--- src/rtl/shift_pkg.sv ---
// Shared encodings for the multi-cycle shift sequencer: funct codes,
// shift-stage control codes and the sequencer FSM states.
package shift_pkg;

  localparam logic [1:0] FN_SLL = 2'b00;
  localparam logic [1:0] FN_SRL = 2'b01;
  localparam logic [1:0] FN_SRA = 2'b11;

  typedef enum logic [1:0] {
    CTL_HOLD = 2'b00,
    CTL_LOAD = 2'b01,
    CTL_SHL  = 2'b10,
    CTL_SHR  = 2'b11
  } ctl_e;

  typedef enum logic [1:0] {
    IDLE  = 2'b00,
    SHIFT = 2'b01,
    DONE  = 2'b10
  } state_e;

  // Right shifts for SRL/SRA; the reserved code falls through to a left shift.
  function automatic ctl_e shift_ctl(input logic [1:0] fn);
    return ((fn == FN_SRL) || (fn == FN_SRA)) ? CTL_SHR : CTL_SHL;
  endfunction

endpackage

--- src/rtl/shift_stage.sv ---
// Enable-controlled shift register: hold, parallel load, or a one-bit
// shift left/right with an externally supplied serial-in bit.
module shift_stage
  import shift_pkg::*;
#(
  parameter int WIDTH = 32
) (
  input  logic             CLK,
  input  logic             reset,
  input  ctl_e             control,
  input  logic             serialIn,
  input  logic [WIDTH-1:0] loadData,
  output logic [WIDTH-1:0] dataOut
);

  logic [WIDTH-1:0] data_q;
  logic [WIDTH-1:0] data_d;

  always_comb begin
    data_d = data_q;
    case (control)
      CTL_LOAD: data_d = loadData;
      CTL_SHL:  data_d = {data_q[WIDTH-2:0], serialIn};
      CTL_SHR:  data_d = {serialIn, data_q[WIDTH-1:1]};
      default:  data_d = data_q;
    endcase
  end

  always_ff @(posedge CLK or posedge reset) begin
    if (reset) data_q <= '0;
    else       data_q <= data_d;
  end

  assign dataOut = data_q;

endmodule

--- src/rtl/shift_sequencer.sv ---
// Sequencer that loads one SLL/SRL/SRA request into the shift stage and
// steps it one bit per clock, pulsing done when the result is ready.
module shift_sequencer
  import shift_pkg::*;
#(
  parameter int WIDTH   = 32,
  parameter int SHAMT_W = 5
) (
  input  logic               CLK,
  input  logic               reset,
  input  logic               start,
  input  logic [1:0]         funct,
  input  logic [WIDTH-1:0]   dataIn,
  input  logic [SHAMT_W-1:0] shamt,
  output logic               busy,
  output logic               done,
  output logic [WIDTH-1:0]   dataOut
);

  state_e             state_q, state_d;
  logic [SHAMT_W-1:0] count_q, count_d;
  logic [1:0]         funct_q, funct_d;
  logic               msb_q,   msb_d;
  ctl_e               ctl;
  logic               serial_in;

  always_ff @(posedge CLK or posedge reset) begin
    if (reset) begin
      state_q <= IDLE;
      count_q <= '0;
      funct_q <= FN_SLL;
      msb_q   <= 1'b0;
    end else begin
      state_q <= state_d;
      count_q <= count_d;
      funct_q <= funct_d;
      msb_q   <= msb_d;
    end
  end

  // The sign bit for SRA is frozen at load so every step shifts in the original MSB.
  always_comb begin
    state_d   = state_q;
    count_d   = count_q;
    funct_d   = funct_q;
    msb_d     = msb_q;
    ctl       = CTL_HOLD;
    serial_in = 1'b0;
    case (state_q)
      IDLE: begin
        if (start) begin
          ctl     = CTL_LOAD;
          funct_d = funct;
          count_d = shamt;
          msb_d   = dataIn[WIDTH-1];
          state_d = (shamt != '0) ? SHIFT : DONE;
        end
      end
      SHIFT: begin
        ctl       = shift_ctl(funct_q);
        serial_in = (funct_q == FN_SRA) ? msb_q : 1'b0;
        count_d   = count_q - SHAMT_W'(1);
        if (count_q == SHAMT_W'(1)) state_d = DONE;
      end
      DONE:    state_d = IDLE;
      default: state_d = IDLE;
    endcase
  end

  assign busy = (state_q == SHIFT);
  assign done = (state_q == DONE);

  shift_stage #(
    .WIDTH(WIDTH)
  ) u_stage (
    .CLK      (CLK),
    .reset    (reset),
    .control  (ctl),
    .serialIn (serial_in),
    .loadData (dataIn),
    .dataOut  (dataOut)
  );

endmodule

--- config.mk ---
export PLATFORM = sky130hd
export DESIGN_NAME = shift_sequencer
export DESIGN_NICKNAME = d
export VERILOG_FILES = /design/src/rtl/shift_pkg.sv /design/src/rtl/shift_stage.sv /design/src/rtl/shift_sequencer.sv
export SDC_FILE = /design/constraint.sdc
export NUM_CORES = 1
export LEC_CHECK = 0
export ABC_AREA = 1
export BUFFER_PORTS_ARGS = -buffer_cell sky130_fd_sc_hd__buf_4
export CAP_MARGIN = 15
export CORE_UTILIZATION = 53
export DETAILED_ROUTE_END_ITERATION = 6
export PLACE_DENSITY = 0.78
export SLEW_MARGIN = 20
export SYNTH_ARGS = -nofsm -noshare
export SYNTH_HDL_FRONTEND = slang
export SYNTH_SLANG_ARGS = --single-unit
--- constraint.sdc ---
create_clock -name CLK -period 1.5 [get_ports CLK]
set_clock_uncertainty 0.1 [all_clocks]
set_input_delay 0.075 -clock CLK [delete_from_list [all_inputs] [get_ports CLK]]
set_output_delay 0.075 -clock CLK [all_outputs]
set_load 0.02 [all_outputs]
* Word level (Yosys, flattened, before mapping)
Cells that the tools add are included.
** Storage, ports and cells
- Output and inout port bits :: 34
- Bits in registers :: 42
- Input bits :: 42
** Operators by class
- Mux-type cells :: 12
- Equal/unequal tests :: 10
- Reduce and logical (&&, ||, !) cells :: 8
- Add/subtract/negate cells :: 1
** Operators with widths (count)
- case mux 32 bit (3 select lines) :: 1
- case mux 5 bit (2 select lines) :: 1
- equality test 2 bit, second input constant :: 4
- case mux 2 bit (2 select lines) :: 2
- equality test 2 x 1 -> 1 bit, second input constant :: 3
- 2-to-1 mux 2 bit :: 3
- AND reduction 2 bit :: 3
- equality test 5 x 1 -> 1 bit, second input constant :: 1
- 2-to-1 mux 5 bit :: 1
- nonzero test 5 bit :: 1
- subtractor 5 x 1 -> 5 bit, second input constant :: 1
- 2-to-1 mux 1 bit :: 4
- nonzero test 3 bit :: 1
- zero test 2 bit :: 1
- inequality test 2 x 1 -> 1 bit, second input constant :: 1
- inequality test 2 bit, second input constant :: 1
- nonzero test 2 bit :: 1
- logical OR 1 bit :: 1

* Logic depth before layout (Yosys ltp)
Gate-level depths: netlist of the first run.
- Depth in word-level cells :: 6
- Depth in mapped cells :: 8
- Depth with buffers taken out :: 7

* Modules after synthesis
A second synthesis of the first run with hierarchy kept.
** Unflattened totals
- Cells, all modules :: 395
- Area total of the unflattened synthesis :: 2663.8 um^2
** Modules (own cells, without submodules)
- shift_stage :: cells an instance 312, sequential area each 800.8 um^2, area each 2078.2 um^2, times used 1
- shift_sequencer :: cells an instance 83, sequential area each 250.2 um^2, area each 585.6 um^2, times used 1

* Least setup slack after synthesis of the first run
OpenSTA, ideal clock, no wires.
- Path kind :: reg-to-reg
- From :: reg state_q[0]
- To :: reg u_stage.data_q[31] (netlist: u_stage.dataOut[31])
- Stages on the path, launching flop included :: 8
- Path slack :: 0.218 ns
- Buffers on the path :: 2
- Data required time :: 1.283 ns
- Clock period less this slack :: 1.282 ns
- Arrival time :: 1.066 ns
- Setup time :: 0.117 ns
- Path through :: dfrtp_1 -> buf_6 -> inv_2 -> nor2_4 -> buf_6 -> o211ai_1 -> nand2_1 -> nand2_1
** On the way
- Word-level cells in the longest chain between the ends :: 4
- Elaborated cells between the ends (all ways) :: 9
- Those cells by class :: eq/ne: 4; mux: 3; reduce/logical: 2
** RTL lines
- start, declared :: line shift_sequencer.sv:20 : state_e state_q, state_d;
- start signal, assigned :: line shift_sequencer.sv:34 : state_q <= state_d;
- equality test 2 x 1 -> 1 bit (*)
- net busy :: line shift_sequencer.sv:15 : output logic busy,
- case mux 2 bit (2 select lines) :: line shift_sequencer.sv:49 : case (state_q)
- equality test 2 bit / equality test 2 x 1 -> 1 bit (equally long branches) :: line shift_stage.sv:21 : case (control)
- case mux 32 bit (3 select lines) / nonzero test 3 bit (equally long branches)
- end signal, assigned :: line shift_stage.sv:31 : else data_q <= data_d;
- end, declared :: line shift_stage.sv:16 : logic [WIDTH-1:0] data_q;
The timed path passes the listed nets; every way through them passes the cells marked *.
A chain may end at the register's enable or synchronous reset.

* Worst setup path in the final report of the first run
- From :: reg state_q[0]
- To :: out done
** On the way
- Word-level cells in the longest chain between the ends :: 1
** RTL lines
- equality test 2 bit :: line shift_sequencer.sv:71 : assign done = (state_q == DONE);
- end, declared :: line shift_sequencer.sv:16 : output logic done,
Every way passes these cells.

==> results.txt, run 1 <==
The flow ran to the end, but the final reports show violations. The checks that failed: design-rule violations, negative hold slack. The parity-gate share of the synthesized area counting xor and xnor cells is 0%, and the HPWL after detailed placement is 5090 um. The startpoint identified for the worst register-to-register timing path is state_q[0]$_DFFE_PP0P_. The synthesized netlist devotes 2.00% of its cell area to compound gates.

The share of post-route cells with drive strength above 1 is 21.3%, and the total number of yosys warnings is 0. The critical path startpoint category was a register. The number of cells on the worst reg-to-reg path is 5. The combinational share of power was 63.4%; the setup slack on the worst flop-to-flop path was 0.11 ns. Along the worst path, the maximum fanout reaches 21.

Setup repair after global routing could not meet its margin everywhere. The logs give 4.50 mW for the switching power summed over all nets and 1420 uV for the largest vdd supply drop. The final count of negative-setup-slack endpoints came out at 0. The tree is rooted in a sky130_fd_sc_hd__clkbuf_8.

Synthesis produced a netlist whose cell count is 449. The cell taking the most area after synthesis is sky130_fd_sc_hd__dfrtp_1. After detailed routing, the wire length on met1 is 3330 um.

In this design, the critical path's most frequently occurring cell is sky130_fd_sc_hd__buf_4. For the antenna diode count, the log shows 0. The share of synthesized area in the top cell type comes to 37.4%. For this run, the slowest stage of the critical path takes 0.46 ns. The met3 routed wirelength was 399 um.

For this run, the total global-route usage over all layers was measured as 29.3%. The transition time at the pin with the least slew margin was 0.539 ns; the met2 layer wire length in the routed design was 3800 um. The vertical extent of the die was 74.8 um; the worst slew margin relative to its limit was 63.8%. In this run, CTS created clock tree buffers numbering 5. Weighted congestion at the end of routability-driven global placement: 0.810. The width of the die is 74.8 um, and the portion of total power attributed to sequential cells is 26.9%.

The tools report the kind of end point of the critical path as a primary output. The post-detailed-route via-to-cell ratio works out to 5.02. For the die area, the log shows 0.00560 sq mm.

Final number of hold-violating endpoints: 2. The first global-routing pass estimated 12,600 um of wire. The H-tree generated during clock tree synthesis spans 2 levels. The first detailed-routing pass took 6 iterations. The worst hold margin was -0.00195 ns; the post-synthesis register bit count was 42. The longest clock path from root to sink contains 2 buffers. At the worst endpoint, the required time is 1.32 ns.

The core area was 0.00511 sq mm; the area overhead of the layout relative to synthesis was 34.9%. By area the synthesized netlist is led by sky130_fd_sc_hd__dfrtp_1 (37%), sky130_fd_sc_hd__nand2_1 (21%), sky130_fd_sc_hd__inv_1 (9.3%). When the netlist entered floorplanning its net count stood at 493. The remaining antenna violation count was 0. The analysis attributes to cell leakage a power of 2.34 nW. Tracing the worst setup path back leads to its startpoint at state_q[0]$_DFFE_PP0P_. The tools report the number of global-route vias before repair as 2,938. The critical path goes through buf_4, nor2_1, buf_4. The later pin in the worst-skew pair is clocked with a latency of 0.30 ns.

Derived from the worst setup path, the maximum achievable clock frequency is 682 MHz. Buffers placed on the I/O ports in this run total 75. Averaged over all synthesized cells, the footprint is 6.26 sq um. The routed layout has 3,086 vias. In this run the worst hold path is classified as in2reg. The portion of synthesized area spent on multiplexers is 0%. The logs give 32 for the pin count of the biggest net entering global routing and 9.7% for the share of power burned in the clock network. The logs give 76 for the number of primary I/O pins and 412 for the final-layout fill cell count. The clock drives 42 sinks. The type of the setup path with the least slack was reg2out. Power comes to 8.93 mW.

Summing the sequential cell areas from Yosys gives 37.4% of the chip area. The synthesized netlist occupies a cell area of 0.00281 sq mm. Of the available clock period, the critical path in the final layout requires 97.7%. The minimum clock period works out to 1.47 ns. The combinational family with the most area after synthesis is simple AND/OR/NAND/NOR gates. Along the worst hold path, the cell count comes to 5. Timing endpoint of the critical path: done.

Of the total power, the share spent switching nets is 50.4%. The tools report the number of different library cells in the post-synthesis netlist as 18. Summing the areas of all and, or, nand and nor instances in the mapped netlist gives 44.8% of the synthesized area.

For the sum of overflow across all layers after global routing, the log shows 0. Power per standard cell area: 2350 mW/mm^2. TritonCTS built the clock tree.

After Yosys synthesis, full adders, half adders and majority gates account for 0.890% of the synthesized area. In the final routed layout, each cell accounts on average for 12.3 um. In this run, the number of DRC markers left after iteration 0 of detailed routing was 177. The number of max-slew violations in the final report is 0, and the number of antenna violations at the first check in global routing is 0.

The tool flagged a number of max-cap violations equal to 0. For the number of rows in the core area, the log shows 26. The capture instance of the worst register-to-register path was u_stage.dataOut[30]$_DFFE_PP0P_. The net count of the finished layout is 588. For the remaining routing DRC violations, the log shows 1.

Data on the critical path arrives at its endpoint at 1.29 ns. Cell internal power was estimated by the tool at 4.43 mW. For this configuration, the core starts out at a cell density of 55.0%.

Critical path's slowest cell: sky130_fd_sc_hd__dfrtp_2. Clock-pin slew was measured on the worst setup and hold paths at 0.08 ns. The highest layer touched by signal routing is met4. The final routed wirelength across all metal layers was 7600 um.
==> routing by layer <==
layer / vias up / GRT usage [%]
li1: 1553 / -
met1: 1419 / 35.8
met2: 105 / 53.3
met3: 9 / 4.95
met4: 0 / 7.76
met5: - / 0
==> cell usage after synthesis <==
cell type	instances
sky130_fd_sc_hd__nand2_1	157
sky130_fd_sc_hd__inv_1	70
sky130_fd_sc_hd__nor2_1	67
sky130_fd_sc_hd__dfrtp_1	42
sky130_fd_sc_hd__nand3_1	39
sky130_fd_sc_hd__nand4_1	31
sky130_fd_sc_hd__buf_2	14
sky130_fd_sc_hd__clkbuf_1	8
sky130_fd_sc_hd__buf_6	4
sky130_fd_sc_hd__a21oi_1	3
sky130_fd_sc_hd__inv_2	3
sky130_fd_sc_hd__ha_1	2
sky130_fd_sc_hd__nor2_2	2
sky130_fd_sc_hd__o211ai_1	2
sky130_fd_sc_hd__o21ai_0	2
sky130_fd_sc_hd__nand2_2	1
sky130_fd_sc_hd__nor2_4	1
sky130_fd_sc_hd__o21ai_4	1
==> cells by family after synthesis <==
logic type                 after synthesis
and+or+nand+nor                        298
adders and majority gates                2
DFF                                     42
buffers and inverters                   99
AOI/OAI and AO/OA                        8
==> cell type report <==
type | instances | area [sq um] | share of cell area [%]
Timing Repair Buffer | 114 | 918 | 24.2
Sequential cell | 42 | 1050 | 27.7
Inverter | 73 | 279 | 7.35
Tap cell | 70 | 87.6 | 2.31
Clock buffer | 8 | 110 | 2.90
Multi-Input combinational cell | 308 | 1350 | 35.5
==> placed cells by master (no fill, tap or decap) <==
cell,synthesis,final
sky130_fd_sc_hd__ha_1,2,2
sky130_fd_sc_hd__nor2_4,1,1
sky130_fd_sc_hd__o21ai_0,2,2
sky130_fd_sc_hd__o211ai_1,2,2
sky130_fd_sc_hd__dfrtp_2,0,1
sky130_fd_sc_hd__nor2_2,2,4
sky130_fd_sc_hd__inv_6,0,1
sky130_fd_sc_hd__inv_1,70,69
sky130_fd_sc_hd__dlygate4sd3_1,0,17
sky130_fd_sc_hd__nor2_1,67,65
sky130_fd_sc_hd__inv_2,3,2
sky130_fd_sc_hd__a21oi_1,3,3
sky130_fd_sc_hd__nand2_2,1,1
sky130_fd_sc_hd__buf_4,0,94
sky130_fd_sc_hd__buf_6,4,2
sky130_fd_sc_hd__clkinv_1,0,1
sky130_fd_sc_hd__nand3_1,39,39
sky130_fd_sc_hd__dfrtp_1,42,41
sky130_fd_sc_hd__nand4_1,31,31
sky130_fd_sc_hd__buf_12,0,1
sky130_fd_sc_hd__o21ai_4,1,1
sky130_fd_sc_hd__nand2_1,157,157
sky130_fd_sc_hd__clkbuf_8,0,8
==> sequential cells by signal, summed over array words and instances (netlist names) <==
| register | cells |
|---|---|
| count_q | 5 |
| funct_q | 2 |
| msb_q | 1 |
| state_q | 2 |
| u_stage.dataOut | 32 |
==> metrics by stage <==
step | setup WS, ns | instances | cell area, sq um | setup TNS [ns] | utilization (%)
after floorplan | 0.218 | 449 | 2810 | 0 | -
after global placement | 0.0299 | 589 | 3490 | 0 | 68.3
after detailed placement | 0.00978 | 589 | 3490 | 0 | 68.3
after CTS | 0.0173 | 615 | 3780 | 0 | 74.0
after global routing | -0.0133 | 615 | 3790 | -0.0133 | 74.3
final | 0.0342 | 615 | 3790 | 0 | 74.3
==> repair_timing <==
| action | CTS | global route |
|---|---|---|
| setup endpoints to repair | 3 | 34 |
| buffers inserted | 1 | 0 |
| hold buffers | 17 | 0 |
| resized for setup | 1 | 6 |
| endpoints found under the hold margin | 28 | 0 |
| pin swaps | 0 | 0 |
==> critical path, delay by kind of cell (launching register included) <==
family / cells / cell delay, ns
and+or+nand+nor: 1 / 0.15
DFF: 1 / 0.46
buffers and inverters: 2 / 0.39
==> how the worst min path moves through the flow <==
stage,from,to
final,dataIn[10],u_stage.dataOut[10]$_DFFE_PP0P_
after global routing,dataIn[11],u_stage.dataOut[11]$_DFFE_PP0P_
after detailed placement,reset,u_stage.dataOut[7]$_DFFE_PP0P_
after floorplan,funct[1],funct_q[1]$_DFFE_PP0P_
after CTS,dataIn[27],u_stage.dataOut[27]$_DFFE_PP0P_
after global placement,reset,u_stage.dataOut[7]$_DFFE_PP0P_
==> power by group through the flow <==
stage | combinational [mW] | sequential (mW) | clock [mW]
final | 5.66 | 2.40 | 0.868
after global routing | 6.39 | 2.49 | 0.930
after CTS | 5.62 | 2.38 | 0.882
after detailed placement | 5.54 | 2.39 | 0
after global placement | 5.37 | 2.39 | 0
after floorplan | 3.38 | 2.77 | 0
Note: power is estimated with default switching activity, not from simulation.
==> inputs of run 2 (changes only) <==
- SETUP_SLACK_MARGIN: not set -> 0.2
==> results.txt, run 2 (synthesized netlist as in run 1, its figures left out) <==
Area overhead of the layout relative to synthesis: 53.5%. The share of post-route cells with drive strength above 1 was 36.5% (+15 points). The logs give 0 (unchanged) for the number of max-slew violations in the final report and 0.00511 sq mm (unchanged) for the core area. Portion of total power attributed to sequential cells: 22.6% (-4.3 points). The startpoint identified for the worst hold timing path is dataIn[14]. Setup repair after global routing could not meet its margin everywhere.

The minimum clock period was 1.49 ns (+0.0279 ns); the antenna diode count was 0 (unchanged). Root buffer cell: sky130_fd_sc_hd__clkbuf_8. The number of global-route vias before repair is 3,110 (+5.9%). The tools report the final count of negative-setup-slack endpoints as 0 (unchanged).

The max-capacitance violation count is 0 (unchanged), and the number of instances on the worst hold path is 5 (unchanged). The tools report the combined global-route utilization of all metal layers as 32.3% (+3.1 points). The power per standard cell area is 2520 mW/mm^2 (+7.0%).

The worst slew margin relative to its limit came out at 63.3% (-0.51 points). The logs give 333 (+88%) for the number of design-rule violations left by the first detailed-router iteration and 10.9 mW (+22%) for the power consumption. The final number of hold-violating endpoints was 4 (+2). Class of the worst hold path: in2reg. For the number of rows in the core area, the log shows 26 (unchanged).

The flow ran to the end, but the final reports show violations. The first-pass iteration count of the detailed router is 7 (+1). HPWL after detailed placement: 5090 um (unchanged). The run gives 0.00349 sq mm (unchanged) as the area of placed instances. The switching power summed over all nets is 5.54 mW (+23%). The width of the die was 74.8 um (unchanged).

The logs give 3,469 (+12%) for the number of vias after detailed routing and 5.33 mW (+20%) for the internal power component. The longest individual stage delay on the worst path was 0.50 ns (+0.04 ns); the endpoint arrival time on the critical path was 1.59 ns (+0.30 ns). Clock transition time at the flip-flop clock pins of the worst setup and hold paths: 0.08 ns (about the same). The cell depth of the worst flop-to-flop path was 6 (+1). STA classifies the critical path startpoint as a register. The top fanout value on the critical path works out to 7 (-67%). The tools report the number of primary I/O pins as 76 (unchanged). The worst hold margin was -0.00672 ns (-0.00477 ns); the worst slack at placement was 0.00978 ns (unchanged).

The logs give 605 (+2.9%) for the total number of nets in the final design and 0.00432 sq mm (+14%) for the finished layout cell area. Number of clock buffers inserted by TritonCTS: 5 (unchanged). The pin count of the biggest net entering global routing is 31 (-3.1%).

The flip-flop count of the largest register after layout was 32 (unchanged); the setup total negative slack was 0 ns (unchanged). The run gives 13,700 um (+9.0%) as the wire length of the first global-routing pass. TritonCTS built the clock tree. Average routed wire per standard cell: 15.2 um (+23%). For the depth of the CTS H-tree, the log shows 2 (unchanged).

The remaining routing DRC violations is 1 (unchanged). The setup path with the least slack is of type reg2reg. Most common library cell in the layout ignoring fill and taps: sky130_fd_sc_hd__nand2_1.

The number of sinks handled by clock tree synthesis is 42 (unchanged), and the final routed wirelength across all metal layers is 9640 um (+27%). The number of buffers added on ports was 75 (unchanged). The worst register-to-register path begins at state_q[0]$_DFFE_PP0P_.

For the die area, the log shows 0.00560 sq mm (unchanged). The endpoint required time on the critical path is 1.60 ns (+0.28 ns), and the maximum count of clock buffers along a single path is 2 (unchanged). The logs give 2.54 nW (+8.2%) for the leakage power and 69.2% (+5.8 points) for the combinational share of power. The initial core utilization was 55.0% (unchanged). The path with the worst hold slack has its endpoint at u_stage.dataOut[14]$_DFFE_PP0P_. The run gives 295 (-28%) as the final-layout fill cell count. For the share of power burned in the clock network, the log shows 8.2% (-1.5 points).

Leaving out fill and tap cells, the most frequent cells in the layout are sky130_fd_sc_hd__nand2_1 (119), sky130_fd_sc_hd__buf_4 (87), sky130_fd_sc_hd__nor2_1 (56). The run gives 0 (unchanged) as the sum of overflow across all layers after global routing. The largest vdd supply drop is 1570 uV (+11%), and the remaining antenna violation count is 0 (unchanged). For the setup slack of the critical path after layout, the log shows 0.00627 ns (-0.0279 ns). The post-detailed-route via-to-cell ratio was 5.49 (+9.4%); the setup slack on the worst flop-to-flop path was 0.006 ns (-0.10 ns).

The period utilization works out to 99.6% (+1.9 points). Upper clock frequency limit: 669 MHz (-1.9%). The transition time at the pin with the least slew margin works out to 0.547 ns (+0.00761 ns).

The vertical extent of the die works out to 74.8 um (unchanged). The capture instance of the worst register-to-register path is u_stage.dataOut[18]$_DFFE_PP0P_. The switching power as a share of total power is 51.0% (+0.57 points). The checks that failed: design-rule violations, negative hold slack. The number of antenna violations at the first check in global routing was 0 (unchanged). Walking the worst path, the cells encountered are o21ai_4, buf_6, clkbuf_16, nand2_2, inv_2, nor2_1. The tools report the insertion delay to the later sink of the worst-skew pair as 0.31 ns (about the same). Critical path's slowest cell: sky130_fd_sc_hd__dfrtp_2.

The run gives 0.810 (unchanged) as the weighted congestion at the end of routability-driven global placement. STA classifies the critical path endpoint as a register.
## run 2: cell count changes in the layout (fill, tap and decap cells not counted), sizes merged
| cell | before | now |
|---|---|---|
| clkbuf | 8 | 10 |
| buf | 97 | 109 |
| dlygate4sd3 | 17 | 19 |
| inv | 72 | 73 |
## run 2: worst max-delay path by stage
stage / from / end / slack, ns / cells after the start
floorplan: state_q[0]$_DFFE_PP0P_ / u_stage.dataOut[31]$_DFFE_PP0P_ / 0.22 / 7
global placement: state_q[1]$_DFFE_PP0P_ / u_stage.dataOut[30]$_DFFE_PP0P_ / 0.03 / 6
detailed placement: state_q[1]$_DFFE_PP0P_ / u_stage.dataOut[20]$_DFFE_PP0P_ / 0.01 / 6
CTS: state_q[0]$_DFFE_PP0P_ / done / 0.12 / 3
global route: state_q[0]$_DFFE_PP0P_ / u_stage.dataOut[18]$_DFFE_PP0P_ / -0.02 / 6
finish: state_q[0]$_DFFE_PP0P_ / u_stage.dataOut[18]$_DFFE_PP0P_ / 0.006 / 6
## run 2: metrics by stage
| step | utilization [%] | instances |
|---|---|---|
| 5_1_grt | 84.5 | 632 |
| 6_report | 84.5 | 632 |
| 3_3_place_gp | 68.3 | 589 |
| 2_1_floorplan | - | 449 |
| 4_1_cts | 78.5 | 626 |
| 3_5_place_dp | 68.3 | 589 |
## run 2: cell type report
| cell class | instances | area, sq um | share of cell area, % |
|---|---|---|---|
| clock buffers | 8 | 110 | 2.55 |
| inverters | 73 | 293 | 6.78 |
| multi-input cells | 308 | 1560 | 36.1 |
| flip-flops and latches | 42 | 1050 | 24.4 |
| well taps | 70 | 87.6 | 2.03 |
| repair buffers | 130 | 1200 | 27.8 |
| repair inverters | 1 | 16.3 | 0.377 |
## run 2: worst max-delay path: cells and delay by family, from the launching register on
kind            cells  cell delay, ns
flops               1            0.50
simple gates        2            0.10
compound gates      1            0.28
buf+inv             3            0.40
## run 2: per-layer routing
| metal | part of all wire [%] | global-route usage (%) |
|---|---|---|
| met1 | 40 | 39.5 |
| met2 | 50 | 58.1 |
| met3 | 6.4 | 5.49 |
| met4 | 3.6 | 10.3 |
| met5 | 0 | 0 |
## run 2: power groups by stage
stage / logic [mW] / registers (mW) / clock network [mW]
after CTS: 6.29 / 2.39 / 0.882
after detailed placement: 5.54 / 2.39 / 0
final: 7.52 / 2.46 / 0.888
after floorplan: 3.38 / 2.77 / 0
after global routing: 8.19 / 2.52 / 0.943
after global placement: 5.37 / 2.39 / 0
## run 2: what timing repair did
action / 4_1_cts / 5_1_grt
buffers inserted: 8 / 3
resized for setup: 31 / 94
pin swaps: 6 / 16
cloned: 2 / 3
hold buffers: 19 / 0
setup endpoints to repair: 35 / 41
endpoints found under the hold margin: 30 / 0
==> inputs of run 3 (changes only) <==
- ABC_AREA: 1 -> 0
- CORE_UTILIZATION: 53 -> 52
==> results.txt, run 3 <==
The flow ran to the end, but the final reports show violations. The final reports fail on negative hold slack, negative setup slack. The combined global-route utilization of all metal layers is 32.0% (-0.36 points). STA classifies the critical path startpoint as a register.

The finished layout cell area came out at 0.00414 sq mm (-4.1%). The cell depth of the worst flop-to-flop path came out at 4 (-2). The pin count of the biggest net entering global routing came out at 43 (+39%). Setup repair after global routing could not meet its margin everywhere. The tools report the switching power summed over all nets as 4.26 mW (-23%). By area the synthesized netlist is led by sky130_fd_sc_hd__dfrtp_1 (41%), sky130_fd_sc_hd__a211oi_2 (13%), sky130_fd_sc_hd__o21ai_0 (6.4%). The share of post-route cells with drive strength above 1 is 46.5% (+10 points). The top cell types in the final layout, fill and taps aside, are sky130_fd_sc_hd__buf_4 (90), sky130_fd_sc_hd__dfrtp_1 (40), sky130_fd_sc_hd__nand2_1 (38). The largest vdd supply drop was 1190 uV (-24%); the portion of total power attributed to sequential cells was 26.4% (+3.8 points). The transition time at the pin with the least slew margin was 0.326 ns (-0.221 ns).

The area taken by flip-flops and latches is 0.00105 sq mm (+0.12%), and the setup slack of the critical path after layout is -0.0484 ns (-0.0547 ns). For the core area, the log shows 0.00475 sq mm (-6.9%). From synthesis to final layout, the design area changed by 60.2%.

The upper clock frequency limit was 646 MHz (-3.5%); the post-synthesis register bit count was 42 (unchanged). The synthesized design spends more area on one cell type than any other, namely sky130_fd_sc_hd__dfrtp_1. For the endpoint required time on the critical path, the log shows 1.58 ns (-0.02 ns). The async set or reset register ratio after synthesis was 100% (unchanged). The antenna diode count was 0 (unchanged). The tools report the total number of yosys warnings as 0 (unchanged). The number of flops mapped to enable cells by yosys came out at 0 (unchanged). The maximum count of clock buffers along a single path came out at 2 (unchanged). The final-layout fill cell count came out at 239 (-19%). The worst slack at placement was 0.00897 ns (-0.000808 ns).

The number of different library cells in the post-synthesis netlist was 34 (+16). The worst setup path is of the reg2reg kind. The critical path starts at count_q[1]$_DFFE_PP0P_. The tools report the share of power burned in the clock network as 8.6% (+0.4 points). The synthesized instance count is 273 (-39%), and the portion of synthesized cell area occupied by the leading cell type is 40.7% (+3.3 points). The final number of hold-violating endpoints is 1 (-3). By instance count, the leading cell after synthesis is sky130_fd_sc_hd__dfrtp_1. The leakage power is 1.78 nW (-30%).

The die area is 0.00526 sq mm (-6.1%). The tools report the worst hold margin as -0.000906 ns (+0.00581 ns). The tools report the final count of negative-setup-slack endpoints as 2 (+2). The post-detailed-route via-to-cell ratio is 5.90 (+7.5%), and the total number of nets in the final design is 445 (-26%). TritonCTS built the clock tree. The number of buffers added on ports was 75 (unchanged). The netlist area before placement is 0.00258 sq mm (-8.1%), and the vertical extent of the die is 72.5 um (-3.1%). The endpoint arrival time on the critical path was 1.63 ns (+0.04 ns); the power per standard cell area was 2260 mW/mm^2 (-10%). The top fanout value on the critical path is 2 (-5). The number of sinks handled by clock tree synthesis is 42 (unchanged). The run gives 0.00147 sq mm (-5.7%) as the area used by multi-input combinational logic.

The width of the die is 72.5 um (-3.1%), and the number of clock buffers inserted by TritonCTS is 5 (unchanged). The tools report the timing endpoint of the critical path as count_q[4]$_DFFE_PP0P_. In this run the worst hold path is classified as in2reg. The final routed wirelength across all metal layers was 9080 um (-5.7%). The logs give 78.0% (+15 points) for the worst slew margin relative to its limit and 76 (unchanged) for the number of primary I/O pins. The tools report the remaining antenna violation count as 0 (unchanged). The run gives 4140 um (-19%) as the HPWL after detailed placement.

The remaining routing DRC violations was 0 (-1); the clock transition time at the flip-flop clock pins of the worst setup and hold paths was 0.08 ns (about the same). The number of rows in the core area was 25 (-3.8%); the sum of overflow across all layers after global routing was 0 (unchanged). The net count after synthesis was 317 (-36%). The capture instance of the worst register-to-register path was count_q[4]$_DFFE_PP0P_. The setup slack on the worst flop-to-flop path was -0.05 ns (-0.05 ns); the area of placed instances was 0.00323 sq mm (-7.5%). Clock tree synthesis selected as its root buffer the cell sky130_fd_sc_hd__clkbuf_8. The minimum clock period was 1.55 ns (+0.0547 ns). The first-pass iteration count of the detailed router is 5 (-2), and the insertion delay to the later sink of the worst-skew pair is 0.30 ns (about the same).

Flip-flop count of the largest register after layout: 32 (unchanged). The post-synthesis average cell area was 9.47 sq um (+51%); the number of vias after detailed routing was 2,768 (-20%). The wire length of the first global-routing pass is 12,700 um (-7.6%).

The depth of the CTS H-tree came out at 2 (unchanged). The library cell used most frequently in the layout, excluding fill and tap cells, is sky130_fd_sc_hd__buf_4. The tools report the worst flop-to-flop path startpoint as count_q[1]$_DFFE_PP0P_.

The number of global-route vias before repair was 2,627 (-16%); the combinational share of power was 65.0% (-4.2 points). The run gives -0.0774 ns (-0.0774 ns) as the setup total negative slack. The number of max-slew violations in the final report is 0 (unchanged). The run gives 252 (-24%) as the number of design-rule violations left by the first detailed-router iteration. For the internal power component, the log shows 5.08 mW (-4.5%).

The period utilization works out to 103% (+3.6 points). Among all flip-flop cells after synthesis, the most frequent one is sky130_fd_sc_hd__dfrtp_1. The average routed wire per standard cell is 19.4 um (+27%). The initial core utilization is 54.4% (-0.68 points).

By count the netlist is led by sky130_fd_sc_hd__dfrtp_1 (42), sky130_fd_sc_hd__nand2_1 (41), sky130_fd_sc_hd__o21ai_0 (33). The switching power as a share of total power was 45.6% (-5.4 points). The logs give 0.760 (-6.3%) for the weighted congestion at the end of routability-driven global placement and 0 (unchanged) for the max-capacitance violation count.

The tools report the kind of end point of the critical path as a register. The logs give 0 (unchanged) for the number of antenna violations at the first check in global routing and 40.7% (+3.3 points) for the sequential fraction of the synthesis area.
## run 3: cell types whose count changed in the layout (fill, tap and decap cells not counted), moves of 12 or more
cell / change
sky130_fd_sc_hd__dlygate4sd3_1: +12
sky130_fd_sc_hd__o21ai_0: +17
sky130_fd_sc_hd__nor2b_1: +22
sky130_fd_sc_hd__nand3_1: -37
sky130_fd_sc_hd__a211oi_2: +29
sky130_fd_sc_hd__inv_1: -45
sky130_fd_sc_hd__nand2_2: -25
sky130_fd_sc_hd__o21ai_1: +34
sky130_fd_sc_hd__nand4_1: -31
sky130_fd_sc_hd__nor2_1: -53
sky130_fd_sc_hd__inv_2: -22
sky130_fd_sc_hd__nand2_1: -81
## run 3: cells by family after synthesis
logic type	count (synthesis)	synth area share (%)
AO/OA/AOI/OAI	109	31.0
adder cells (fa/ha/maj)	2	0.968
buffers and inverters	29	8.42
flip-flops	42	40.7
AND/OR/NAND/NOR	91	19.0
## run 3: timing repair
action	CTS	global route
hold endpoints to repair	71	2
buffers inserted	11	6
cloned	6	2
resized for setup	27	42
pin swaps	9	10
endpoints found under the setup margin	42	44
hold buffers	29	2
## run 3: worst min-delay path by stage
| stage | slack (ns) | startpoint | endpoint | depth (start not counted) |
|---|---|---|---|---|
| 4_1_cts | 0.002 | dataIn[27] | u_stage.dataOut[27]$_DFFE_PP0P_ | 3 |
| 3_3_place_gp | 0.04 | reset | u_stage.dataOut[3]$_DFFE_PP0P_ | 3 |
| 5_1_grt | 0.002 | dataIn[12] | u_stage.dataOut[12]$_DFFE_PP0P_ | 3 |
| 3_5_place_dp | 0.04 | reset | u_stage.dataOut[3]$_DFFE_PP0P_ | 3 |
| 6_report | -0.0009 | dataIn[12] | u_stage.dataOut[12]$_DFFE_PP0P_ | 3 |
| 2_1_floorplan | 0.08 | funct[0] | funct_q[0]$_DFFE_PP0P_ | 2 |
## run 3: per-stage QoR
step	util, %	std cells	power [mW]
6_report	87.1	469	9.35
5_1_grt	87.1	469	9.81
4_1_cts	82.2	459	8.49
3_5_place_dp	67.9	405	6.95
3_3_place_gp	67.9	405	6.80
2_1_floorplan	-	273	5.61
## run 3: final cells by class
class	instances	share of cell area, %
tap	67	2.02
timing repair buffer	143	33.4
clock inverter	2	0.302
clock buffer	6	1.99
timing repair inverter	2	0.604
sequential	42	25.4
multi-input combinational	202	35.5
inverter	5	0.756
## run 3: critical path: stages (launching register included)
cell and delay, ns:
sky130_fd_sc_hd__dfrtp_1 0.41, sky130_fd_sc_hd__inv_2 0.10, sky130_fd_sc_hd__ha_4 0.13, sky130_fd_sc_hd__or3b_4 0.37, sky130_fd_sc_hd__o311ai_1 0.31
## run 3: per-layer routing
layer  vias to the layer above  wire length [um]  global-route usage (%)
li1                       1223                 -                       -
met2                       167              4620                    53.7
met4                         0               280                    13.1
met5                         -                 0                       0
met1                      1349              3460                    40.2
met3                        29               727                    6.67
## run 3: power by group through the flow
stage / Combinational [mW] / Clock (mW) / Sequential (mW)
floorplan: 2.82 / 0 / 2.79
global placement: 4.42 / 0 / 2.39
detailed placement: 4.55 / 0 / 2.41
CTS: 5.29 / 0.797 / 2.40
global route: 6.44 / 0.848 / 2.53
finish: 6.08 / 0.806 / 2.47
